### config.mk
export PLATFORM = sky130hd
export DESIGN_NAME = cdc_fifo_wr_ctrl
export DESIGN_NICKNAME = d
export VERILOG_FILES = /design/src/rtl/cdc_pkg.sv /design/src/rtl/cdc_gray_cnt.sv /design/src/rtl/cdc_fifo_wr_ctrl.sv
export SDC_FILE = /design/constraint.sdc
export NUM_CORES = 1
export LEC_CHECK = 0
export ABC_CLOCK_PERIOD_IN_PS = 4200
export CAP_MARGIN = 30
export CORE_MARGIN = 3
export CORE_UTILIZATION = 50
export CTS_BUF_LIST = sky130_fd_sc_hd__clkbuf_8
export DETAILED_ROUTE_END_ITERATION = 16
export PLACE_DENSITY_LB_ADDON = 0.3
export SYNTH_ARGS = -nofsm -noshare
export SYNTH_HDL_FRONTEND = slang
export SYNTH_SLANG_ARGS = --single-unit
export TNS_END_PERCENT = 10
### constraint.sdc
create_clock -name clk -period 4.2 [get_ports clk]
set_clock_uncertainty 0.2 [all_clocks]
set_input_delay 0.63 -clock clk [delete_from_list [all_inputs] [get_ports clk]]
set_output_delay 0.63 -clock clk [all_outputs]
set_load 0.05 [all_outputs]
### src/rtl/cdc_pkg.sv
// Shared pointer helpers for the async FIFO write and read controllers.
// The functions work on a fixed wide vector; callers zero-extend and truncate to their own width.
package cdc_pkg;

    localparam int CDC_FN_W       = 32;
    localparam int CDC_ADDR_WIDTH = 4;

    typedef logic [CDC_ADDR_WIDTH:0] ptr_t;

    function automatic logic [CDC_FN_W-1:0] bin2gray(input logic [CDC_FN_W-1:0] bin);
        return bin ^ (bin >> 1);
    endfunction

    // Prefix XOR from the MSB down recovers the binary value.
    function automatic logic [CDC_FN_W-1:0] gray2bin(input logic [CDC_FN_W-1:0] gray);
        logic [CDC_FN_W-1:0] bin;
        bin[CDC_FN_W-1] = gray[CDC_FN_W-1];
        for (int i = CDC_FN_W - 2; i >= 0; i--) begin
            bin[i] = bin[i+1] ^ gray[i];
        end
        return bin;
    endfunction

endpackage

### src/rtl/cdc_gray_cnt.sv
// Binary/Gray pointer counter shared by both sides of the async FIFO.
// Both encodings are registered together, so the Gray output changes at most one bit per increment.
module cdc_gray_cnt
    import cdc_pkg::*;
#(
    parameter int WIDTH = 5
) (
    input  logic             clk,
    input  logic             rst,
    input  logic             inc_i,
    output logic [WIDTH-1:0] bin_o,
    output logic [WIDTH-1:0] gray_o,
    output logic [WIDTH-1:0] bin_next_o,
    output logic [WIDTH-1:0] gray_next_o
);

    logic [WIDTH-1:0] r_bin;
    logic [WIDTH-1:0] r_gray;
    logic [WIDTH-1:0] w_bin_next;
    logic [WIDTH-1:0] w_gray_next;

    // Next-pointer computation; wraps naturally modulo 2**WIDTH.
    always_comb begin
        w_bin_next  = r_bin + WIDTH'(inc_i);
        w_gray_next = WIDTH'(bin2gray(CDC_FN_W'(w_bin_next)));
    end

    // Pointer registers.
    always_ff @(posedge clk) begin
        if (rst) begin
            r_bin  <= '0;
            r_gray <= '0;
        end else begin
            r_bin  <= w_bin_next;
            r_gray <= w_gray_next;
        end
    end

    assign bin_o       = r_bin;
    assign gray_o      = r_gray;
    assign bin_next_o  = w_bin_next;
    assign gray_next_o = w_gray_next;

endmodule

### src/rtl/cdc_fifo_wr_ctrl.sv
// Write-domain pointer and status controller for an async FIFO.
// Status flags are computed from next pointers and registered; the read pointer never reaches an output combinationally.
module cdc_fifo_wr_ctrl
    import cdc_pkg::*;
#(
    parameter int ADDR_WIDTH = 4,
    parameter int AF_THRESH  = 2**ADDR_WIDTH - 1
) (
    input  logic                  clk,
    input  logic                  rst,
    input  logic                  wr_en_i,
    input  logic [ADDR_WIDTH:0]   rd_ptr_gray_sync_i,
    output logic                  wr_fire_o,
    output logic [ADDR_WIDTH-1:0] wr_addr_o,
    output logic [ADDR_WIDTH:0]   wr_ptr_gray_o,
    output logic                  full_o,
    output logic                  almost_full_o,
    output logic [ADDR_WIDTH:0]   level_o,
    output logic                  overflow_o
);

    localparam int PW = ADDR_WIDTH + 1;

    logic          w_fire;
    logic [PW-1:0] w_bin;
    logic [PW-1:0] w_gray;
    logic [PW-1:0] w_bin_next;
    logic [PW-1:0] w_gray_next;
    logic [PW-1:0] w_rd_bin;
    logic [PW-1:0] w_rd_full_cmp;
    logic [PW-1:0] w_level_next;
    logic          w_full_next;
    logic          w_af_next;
    logic          w_unused_bin_msb;

    logic          r_full;
    logic          r_af;
    logic [PW-1:0] r_level;
    logic          r_ovf;

    // Pushes during reset are dropped so nothing reaches the RAM before the pointers settle.
    assign w_fire = wr_en_i & ~r_full & ~rst;

    cdc_gray_cnt #(
        .WIDTH (PW)
    ) u_wr_cnt (
        .clk         (clk),
        .rst         (rst),
        .inc_i       (w_fire),
        .bin_o       (w_bin),
        .gray_o      (w_gray),
        .bin_next_o  (w_bin_next),
        .gray_next_o (w_gray_next)
    );

    // Full when the next write pointer equals the read pointer with its top two Gray bits inverted.
    always_comb begin
        w_rd_bin      = PW'(gray2bin(CDC_FN_W'(rd_ptr_gray_sync_i)));
        w_rd_full_cmp = {~rd_ptr_gray_sync_i[PW-1:PW-2], rd_ptr_gray_sync_i[PW-3:0]};
        w_full_next   = (w_gray_next == w_rd_full_cmp);
        w_level_next  = w_bin_next - w_rd_bin;
        w_af_next     = (w_level_next >= PW'(AF_THRESH));
    end

    // Registered status; overflow is sticky until reset.
    always_ff @(posedge clk) begin
        if (rst) begin
            r_full  <= 1'b0;
            r_af    <= 1'b0;
            r_level <= '0;
            r_ovf   <= 1'b0;
        end else begin
            r_full  <= w_full_next;
            r_af    <= w_af_next;
            r_level <= w_level_next;
            if (wr_en_i & r_full) begin
                r_ovf <= 1'b1;
            end
        end
    end

    assign w_unused_bin_msb = w_bin[PW-1];

    assign wr_fire_o     = w_fire;
    assign wr_addr_o     = w_bin[ADDR_WIDTH-1:0];
    assign wr_ptr_gray_o = w_gray;
    assign full_o        = r_full;
    assign almost_full_o = r_af;
    assign level_o       = r_level;
    assign overflow_o    = r_ovf;

endmodule
* Word level (Yosys, flattened, before mapping)
Index checks and enable logic that the tools add are counted.
** Storage, ports and cells
- Flip-flop bits (word level) :: 18
- Logic and storage cells :: 21
- Input bits :: 8
** Cells by class
- Equal/unequal tests :: 1
- Order comparisons :: 1
- Bitwise operators :: 11
- Add/subtract/negate cells :: 2
** Operator list (number)
- $add A5 B1 Y5 :: 1
- $eq A5 B5 Y1 :: 1
- $ge A5 B4 Y1 const B :: 1
- $sub A5 B5 Y5 :: 1
- $xor A5 B4 Y5 :: 1
- $xor A1 B1 Y1 :: 4
- $and A1 B1 Y1 :: 3
- $not A1 Y1 :: 2
- $not A2 Y2 :: 1

* Longest topological paths before layout
- Word-level depth :: 6
- Gate-level depth with buffers :: 11
- Mapped depth without buffers :: 11

* Modules after synthesis
From an unflattened synthesis, not the netlist that was laid out.
** Unflattened totals
- Cells, all modules :: 92
- Area, all modules :: 902.1 um^2
** Modules (own cells, without submodules)
- cdc_fifo_wr_ctrl :: area each 490.5 um^2, times used 1, cells an instance 51
- cdc_gray_cnt :: area each 411.6 um^2, times used 1, cells an instance 41

* Least setup slack after synthesis
OpenSTA, ideal clock, no wires.
- Kind :: input -> register
- From :: input port rst
- To :: register r_level[3] (netlist: level_o[3])
- Arrival time :: 3765 ps
- Required time :: 3884 ps
- Stages on the path :: 9
- Library setup time :: 116 ps
- Path buffers :: 1
- Setup slack :: 119 ps
- Cells stage by stage :: clkbuf_1 -> nor3b_1 -> ha_1 -> ha_1 -> xor2_2 -> ha_1 -> o21a_1 -> or3_1 -> and3b_1
** On the way
- Longest elaborated chain between the ends :: 4
** Ends and longest elaborated chain
- from (decl) :: line cdc_fifo_wr_ctrl.sv:10 : input logic rst,
- $not A1 Y1 :: line cdc_fifo_wr_ctrl.sv:42 : assign w_fire = wr_en_i & ~r_full & ~rst;
- $and A1 B1 Y1 :: line cdc_fifo_wr_ctrl.sv:42
- net wr_fire_o :: line cdc_fifo_wr_ctrl.sv:13 : output logic wr_fire_o,
- $add A5 B1 Y5 :: line cdc_gray_cnt.sv:24 : w_bin_next = r_bin + WIDTH'(inc_i);
- net u_wr_cnt.bin_next_o[2] :: line cdc_gray_cnt.sv:13 : output logic [WIDTH-1:0] bin_next_o,
- $sub A5 B5 Y5 :: line cdc_fifo_wr_ctrl.sv:61 : w_level_next = w_bin_next - w_rd_bin;
- to (signal assigned) :: line cdc_fifo_wr_ctrl.sv:75 : r_level <= w_level_next;
- to (decl) :: line cdc_fifo_wr_ctrl.sv:38 : logic [PW-1:0] r_level;
The timed path passes the listed nets, and every way through them passes these cells.
A chain may end at the register's enable or synchronous reset.

* Worst setup path after layout
- From :: input port wr_en_i
- To :: register r_level[3] (netlist: level_o[3])
** On the way
- Longest elaborated chain between the ends :: 4
** Ends and longest elaborated chain
- from (decl) :: line cdc_fifo_wr_ctrl.sv:11 : input logic wr_en_i,
- $and A1 B1 Y1 (2 in series) :: line cdc_fifo_wr_ctrl.sv:42
- $add A5 B1 Y5 :: line cdc_gray_cnt.sv:24
- net u_wr_cnt.bin_next_o[2] :: line cdc_gray_cnt.sv:13
- $sub A5 B5 Y5 :: line cdc_fifo_wr_ctrl.sv:61
The timed path passes the listed nets, and every way through them passes these cells.

==> impl_metrics.yaml <==
timing:
  hold_viol_final: 0
  slew_headroom: 0.6562
  setup_tns_ps: 0
  tightest_slew_ps: 514.1
  post-route-period-util: 0.7754
  finalMaxSlewViolations: 0
  fmax_mhz: 307.1
  period_minus_slack_ps: 3257
  rsz0062_at_grt: "false"
  whs_ps: 286.5
  setup-violations-final: 0
floorplan:
  fp.dieW_um: 46.64
  num_rows: 14
  die_h_um: 46.64
  initial_utilization: 0.5419
  ios: 26
  die-area_um2: 2175
  coreArea_um2: 1524
global_routing:
  grt_pass1_vias: 560
  grt_overflow_total: 0
  grt_max_degree: 18
  grt_pass1_wl_mm: 2.449
  antenna_found_initial: 0
  grt_usage: 0.1657
clocking:
  clk_pin_slew_ps: 60
  cts.sinks: 17
  cts_resized: 0
  worst_skew_pair.late_latency_ps: 250
  postCtsSetupBuffers: 0
  cts_tree: "built"
  htreeDepth: 1
  cts_hold_buf: 0
  cts-buffers-inserted: 3
  clk_path_buf_depth: 2
  root_buffer: "clkbuf_8"
logic_synthesis:
  ys_seq_area_frac: 0.4121
  ys_seq_elements: 17
  ys_warn_count: 0
  synthCells: 82
  avgSynthCellArea_um2: 10.07
  netlist_area_um2: 825.8
  netlist-cell-type-count: 24
  synthesis.nets: 97
critical_path:
  crit_chain: "clkdlybuf4s50_1 -> nor3b_1 -> ha_1 -> ha_1 -> xor2_2 -> ha_1 -> o21a_1 -> or3_1 -> and3b_1"
  cp.buffers_inverters: 1
  path_common_cell: "ha_1"
  crit_type: "in -> reg"
  crit_path_end_kind: "register"
  cp.arrival_ps: 3200
  start_kind: "input pin"
  cp_max_fo: 5
  crit_required_ps: 4140
  slowest_stage: "clkdlybuf4s50_1"
  crit_family: "adder cells"
  slowest_delay_ps: 470
cells_and_area:
  area_growth_pct: 38.33
  layout_common_cells: "clkdlybuf4s50_1, dfxtp_1, nor2_1, xnor2_1, ha_1"
  nets: 126
  nFillCells: 113
  design_area_um2: 1142
  final_common_cell: "clkdlybuf4s50_1"
  drive_above_1_share: 0.1000
  fin_util: 0.7496
  num_antenna_cells: 0
routing:
  dr.max_layer_used: "met4"
  drc: 0
  dr_wl_met3_um: 94
  ant_nets: 0
  via_count: 638
  m1WireLength_um: 610
  postRouteWirelength_mm: 1.588
  drt_iter0_drc: 5
  wl_met2_um: 866
  vias_per_cell: 5.063
  wire_per_inst_um: 12.60
  drt-pass1-iter-count: 4
power_and_ir_drop:
  report.power.total_uw: 465.7
  vdd_drop_max_v: 0.0003828
  p_leak_nw: 0.4744
  power.density_nw_per_um2: 407.6
place:
  dpl_cell_area_um2: 1096
  gp_congestion: 0.7424
  dp_hpwl_mm: 1.277
  numPortBuffers: 25
status:
  status: "complete, no violations"
worst_hold_path:
  worst_hold_path_type: "reg -> reg"
job:
  drv_cap: 0
## worst reg2reg max path: cells and delay by family (launching register included)
kind	cells	cell delay, ps
fa+ha+maj	3	840
simple gates	3	810
xor+xnor	1	330
flops	1	320
compound gates	1	140
## registers in the layout (all words and copies together), names as in the netlist
signal / cells
level_o: 5
u_wr_cnt.gray_o: 5
u_wr_cnt.bin_o: 4
almost_full_o: 1
full_o: 1
overflow_o: 1
## cell type report
type,count,area [µm²],share of cell area
flip-flops and latches,17,340.3,0.2979
clock inverters,1,5.005,0.004381
well taps,16,20.02,0.01752
repair buffers,26,257.7,0.2256
multi-input cells,58,459.2,0.4020
inverters,5,18.77,0.01643
clock buffers,3,41.29,0.03614
## where the power goes
group,switching (mW),internal [mW],total [mW]
clock,0.0526,0.0657,0.118
sequential,0.00408,0.176,0.180
combinational,0.102,0.0649,0.167
total,0.159,0.307,0.466
## Yosys cell counts
| cell | instances | area (µm²) |
|---|---|---|
| clkbuf_1 | 2 | 7.510 |
| and3b_1 | 1 | 8.760 |
| nand3_2 | 1 | 10.01 |
| nor3b_1 | 1 | 7.510 |
| nor2_1 | 14 | 52.55 |
| ha_1 | 6 | 75.07 |
| fa_1 | 1 | 20.02 |
| o21ai_1 | 1 | 5.000 |
| a21o_1 | 1 | 7.510 |
| nand3_1 | 4 | 20.02 |
| nor3_1 | 1 | 5.000 |
| a21oi_1 | 3 | 15.01 |
| nor2b_1 | 2 | 12.51 |
| dfxtp_1 | 17 | 340.3 |
| inv_1 | 4 | 15.01 |
| xor2_2 | 1 | 16.27 |
| xnor2_2 | 1 | 16.27 |
| or3_1 | 2 | 12.51 |
| xor2_4 | 1 | 27.53 |
| xor2_1 | 5 | 43.79 |
| o21a_1 | 1 | 7.510 |
| inv_2 | 1 | 3.750 |
| xnor2_1 | 10 | 87.58 |
| a21oi_2 | 1 | 8.760 |
## metal layers
layer,global-route usage,vias up
li1,-,323
met1,0.1788,294
met2,0.2967,19
met3,0.05078,2
met4,0.06630,0
met5,0,-
## worst paths after layout
check                                from                 endpoint  slack, ps  depth (start not counted)
hold / removal    overflow_o$_SDFFE_PP0P_  overflow_o$_SDFFE_PP0P_        290                          2
setup reg to reg        full_o$_SDFF_PP0_    level_o[3]$_SDFF_PP0_       1460                          8
setup / recovery                  wr_en_i    level_o[3]$_SDFF_PP0_        940                          9
hold reg to reg   overflow_o$_SDFFE_PP0P_  overflow_o$_SDFFE_PP0P_        290                          2
## stage by stage
stage                     cells  setup WS [ps]
after floorplan              82          119.5
after global placement      122          797.3
after detailed placement    122          704.5
after CTS                   126          915.8
after global routing        126          801.6
final                       126          943.2
## cell families after synthesis
group           after synthesis  synth area share
simple gates                 26            0.1561
compound gates                7           0.05303
flops                        17            0.4121
fa+ha+maj                     7            0.1152
xor+xnor                     18            0.2318
buf+inv                       7           0.03181
Note: power is estimated with default switching activity, not from simulation.
==> RTL edit 1: new RTL, same settings <==
Change the parameter `ADDR_WIDTH` from 4 to 6.
--- a/src/rtl/cdc_fifo_wr_ctrl.sv
+++ b/src/rtl/cdc_fifo_wr_ctrl.sv
@@ -4,5 +4,5 @@
     import cdc_pkg::*;
 #(
-    parameter int ADDR_WIDTH = 4,
+    parameter int ADDR_WIDTH = 6,
     parameter int AF_THRESH  = 2**ADDR_WIDTH - 1
 ) (
Interface: changed (resized level_o, rd_ptr_gray_sync_i, wr_addr_o and wr_ptr_gray_o); port bits go from 26 to 34. No check against the original RTL was run, so the function may have changed too.
==> RTL edit 1 against the unedited design <==
Critical path type unchanged; sequential power up 35%; synthesized cell count up 79%; sequential cell count up 6; cell area up 63%; routed wire length up 81%; highest routed layer unchanged; synthesized area up 71%; total power up 40%; worst setup slack worse by 670 ps.
==> RTL edit 1: results (changes against the unedited design) <==
status complete, no violations (unchanged); vias in the first global route 1101 (was 560); post-synthesis mux area share 0.710% (was 0%); CP max FO 3 (was 5); Iter 0 DRT Violations 42 (was 5); clk tree area frac 2.48% (was 4.05%); sequential area share after synthesis 32.7% (was 41.2%); crit path DAT 3910 ps (was 3200 ps); Critical Path End almost_full_o$_SDFF_PP0_ (was level_o[3]$_SDFF_PP0_); multi-input gate area in the final layout 906 um2 (was 459 um2); number of sequential cells 23 (was 17); routing usage on met2 29.5% (was 29.7%); Distinct cells, synth 37 (was 24); area grow syn2layout 32.2% (was 38.3%); largest net degree at the start of global routing 25 (was 18); post-DP HPWL 2.29 mm (was 1.28 mm); worst reg2reg path endpoint almost_full_o$_SDFF_PP0_ (was level_o[3]$_SDFF_PP0_); post-place setup slack 10.0 ps (was 705 ps); met3 WL 223 um (was 94 um); sequential share of cell area 24.7% (was 29.8%); Rel. slew slack 65.8% (was 65.6%); DRT Wirelength 2.87 mm (was 1.59 mm); Data buffer area share 20.6% (was 22.6%); DR WL/cell 13.3 um (was 12.6 um); PortBufs 33 (was 25); Final WS setup 271 ps (was 943 ps); clock network fraction of design power 21.0% (was 25.4%); smallest hold slack 276 ps (was 287 ps); Repair and plain buffers 40 (was 26); Reg2Reg Setup Slack 980 ps (was 1460 ps); Clock transition at path regs 80 ps (was 60 ps); slowest stage delay, CP 560 ps (was 470 ps); first-pass GRT wire length 4.88 mm (was 2.45 mm); Worst setup startpoint rd_ptr_gray_sync_i[5] (was wr_en_i); leakage 0.790 nW (was 0.474 nW)
[RTL edit 1: cell count changes after synthesis, moves of 3 or more]
| cell | before | now |
|---|---|---|
| clkbuf_1 | 2 | 5 |
| nor2_1 | 14 | 23 |
| dfxtp_1 | 17 | 23 |
| xnor2_1 | 10 | 14 |
| nand2_1 | 0 | 8 |
| nor3_1 | 1 | 6 |
| xnor3_1 | 0 | 4 |
| ha_1 | 6 | 9 |
| o21a_1 | 1 | 4 |
[RTL edit 1: power groups by stage]
| stage | Combinational (W) | Clock [W] | Sequential [W] |
|---|---|---|---|
| finish | 0.000274 | 0.000137 | 0.000243 |
| global route | 0.000297 | 0.000153 | 0.000244 |
| CTS | 0.000275 | 0.000143 | 0.000243 |
| detailed placement | 0.000274 | 0 | 0.000248 |
| global placement | 0.000269 | 0 | 0.000247 |
| floorplan | 0.000121 | 0 | 0.000317 |
==> RTL edit 2: new RTL, same settings <==
Without the edit above. Put one more register stage on the output `level_o`, cleared by the reset. The value now appears one clock later. The other outputs are not delayed to match.
--- a/src/rtl/cdc_fifo_wr_ctrl.sv
+++ b/src/rtl/cdc_fifo_wr_ctrl.sv
@@ -87,5 +87,11 @@
     assign full_o        = r_full;
     assign almost_full_o = r_af;
-    assign level_o       = r_level;
+    always_ff @(posedge clk) begin
+        if (rst) begin
+            level_o <= '0;
+        end else begin
+            level_o <= r_level;
+        end
+    end
     assign overflow_o    = r_ovf;
 
Function: changed (a bounded check fails within 4 cycles, from zero or initial values and one cycle with rst high).
==> RTL edit 2 against the unedited design <==
Routed wire length up 4.0%; first-iteration DRC count grew 20%; cell area increased by 13%; via count rose by 9.9%; worst setup slack improved by 68 ps; total power grew 14%; sequential power rose by 29%; sequential cell count is 5 higher; synthesized area is 16% higher.
==> RTL edit 2: results (changes against the unedited design) <==
status complete, no violations (unchanged); maximum vdd drop 0.302 mV (was 0.383 mV); top layer in use met4 (unchanged); Adder-Cell Fraction of Synth Area 9.93% (was 11.5%); Worst setup startpoint rd_ptr_gray_sync_i[4] (was wr_en_i); CP max FO 3 (was 5); Cell Area, Placed 1240 um2 (was 1100 um2); Tot GR Track Use 15.3% (was 16.6%); kind of cell adding the most delay to the critical path XOR/XNOR gates (was adder cells); crit path DAT 3180 ps (was 3200 ps); routed vias/inst 4.83 (was 5.06); gpl congestion 0.763 (was 0.742); largest cells by area after synthesis dfxtp_1, xnor2_1, ha_1, nor2_1, nor2b_1 (was dfxtp_1, xnor2_1, ha_1, nor2_1, xor2_1); routing usage on met2 27.8% (was 29.7%); worst reg2reg path endpoint r_level[3]$_SDFF_PP0_ (was level_o[3]$_SDFF_PP0_); leakage 0.529 nW (was 0.474 nW); Final WS setup 1010 ps (was 943 ps); first-pass GRT wire length 2.96 mm (was 2.45 mm); post-DP HPWL 1.24 mm (was 1.28 mm); vias in the first global route 715 (was 560); Critical Path End almost_full_o$_SDFF_PP0_ (was level_o[3]$_SDFF_PP0_); DRT Wirelength 1.65 mm (was 1.59 mm); met3 WL 66 um (was 94 um); xor and xnor area share after synthesis 20.0% (was 23.2%); met1 usage 18.3% (was 17.9%); drt first pass iters 2 (was 4); switching pwr 0.000156 W (was 0.000159 W); Rel. slew slack 66.7% (was 65.6%); fillers 149 (was 113); Worst Reg-to-Reg Cells 8 (unchanged); GR Util met3 1.81% (was 5.08%); met1 wire length 754 um (was 610 um); met2 wire len 813 um (was 866 um); Clock transition at path regs 70 ps; largest net degree at the start of global routing 23 (was 18); CTS Buf Count 3 (unchanged); sequential area share after synthesis 46.0% (was 41.2%); synth cell count leaders dfxtp_1, nor2_1, xnor2_1 (unchanged); slowest stage delay, CP 470 ps (about the same); Post-Syn Nets 107 (was 97); nets@finish 136 (was 126); slowest CP cell clkdlybuf4s50_1 (unchanged); Post-Syn Instances 92 (was 82); Reg2Reg Setup Slack 1550 ps (was 1460 ps); smallest hold slack 235 ps (was 287 ps); Iter 0 DRT Violations 6 (was 5); final non-filler cell total 145 (was 126); layout cells sized above 1 9.17% (was 10.0%); Synth Area in Compound Gates 4.58% (was 5.30%); post-place setup slack 762 ps (was 705 ps)
RTL edit 2: cells by family after synthesis:
kind of cell               after synthesis
AOI/OAI and AO/OA                        7
xor gates and xnor gates                18
adders and majority gates                7
buffers and inverters                    7
DFF                                     22
and+or+nand+nor                         31
RTL edit 2: final cells by class:
| type | count | area (um2) | share of cell area (%) |
|---|---|---|---|
| Multi-Input combinational cell | 63 | 490 | 37.9 |
| Tap cell | 25 | 31.3 | 2.42 |
| Sequential cell | 22 | 440 | 34.0 |
| Timing Repair Buffer | 26 | 258 | 19.9 |
| Inverter | 5 | 18.8 | 1.45 |
| Clock buffer | 4 | 55.1 | 4.26 |
RTL edit 2: worst min-delay path by stage:
| stage | depth (start not counted) | from | endpoint |
|---|---|---|---|
| floorplan | 1 | r_level[0]$_SDFF_PP0_ | level_o[0]$_SDFF_PP0_ |
| global placement | 1 | r_level[1]$_SDFF_PP0_ | level_o[1]$_SDFF_PP0_ |
| detailed placement | 1 | r_level[1]$_SDFF_PP0_ | level_o[1]$_SDFF_PP0_ |
| CTS | 1 | r_level[1]$_SDFF_PP0_ | level_o[1]$_SDFF_PP0_ |
| global route | 1 | r_level[1]$_SDFF_PP0_ | level_o[1]$_SDFF_PP0_ |
| finish | 1 | r_level[1]$_SDFF_PP0_ | level_o[1]$_SDFF_PP0_ |
RTL edit 2: power by group through the flow:
| stage | sequential (W) | combinational (W) | clock, W |
|---|---|---|---|
| finish | 0.000233 | 0.000151 | 0.000145 |
| global route | 0.000236 | 0.000162 | 0.000163 |
| CTS | 0.000234 | 0.000152 | 0.000148 |
| detailed placement | 0.000238 | 0.000147 | 0 |
| global placement | 0.000238 | 0.000144 | 0 |
| floorplan | 0.000275 | 0.0000689 | 0 |
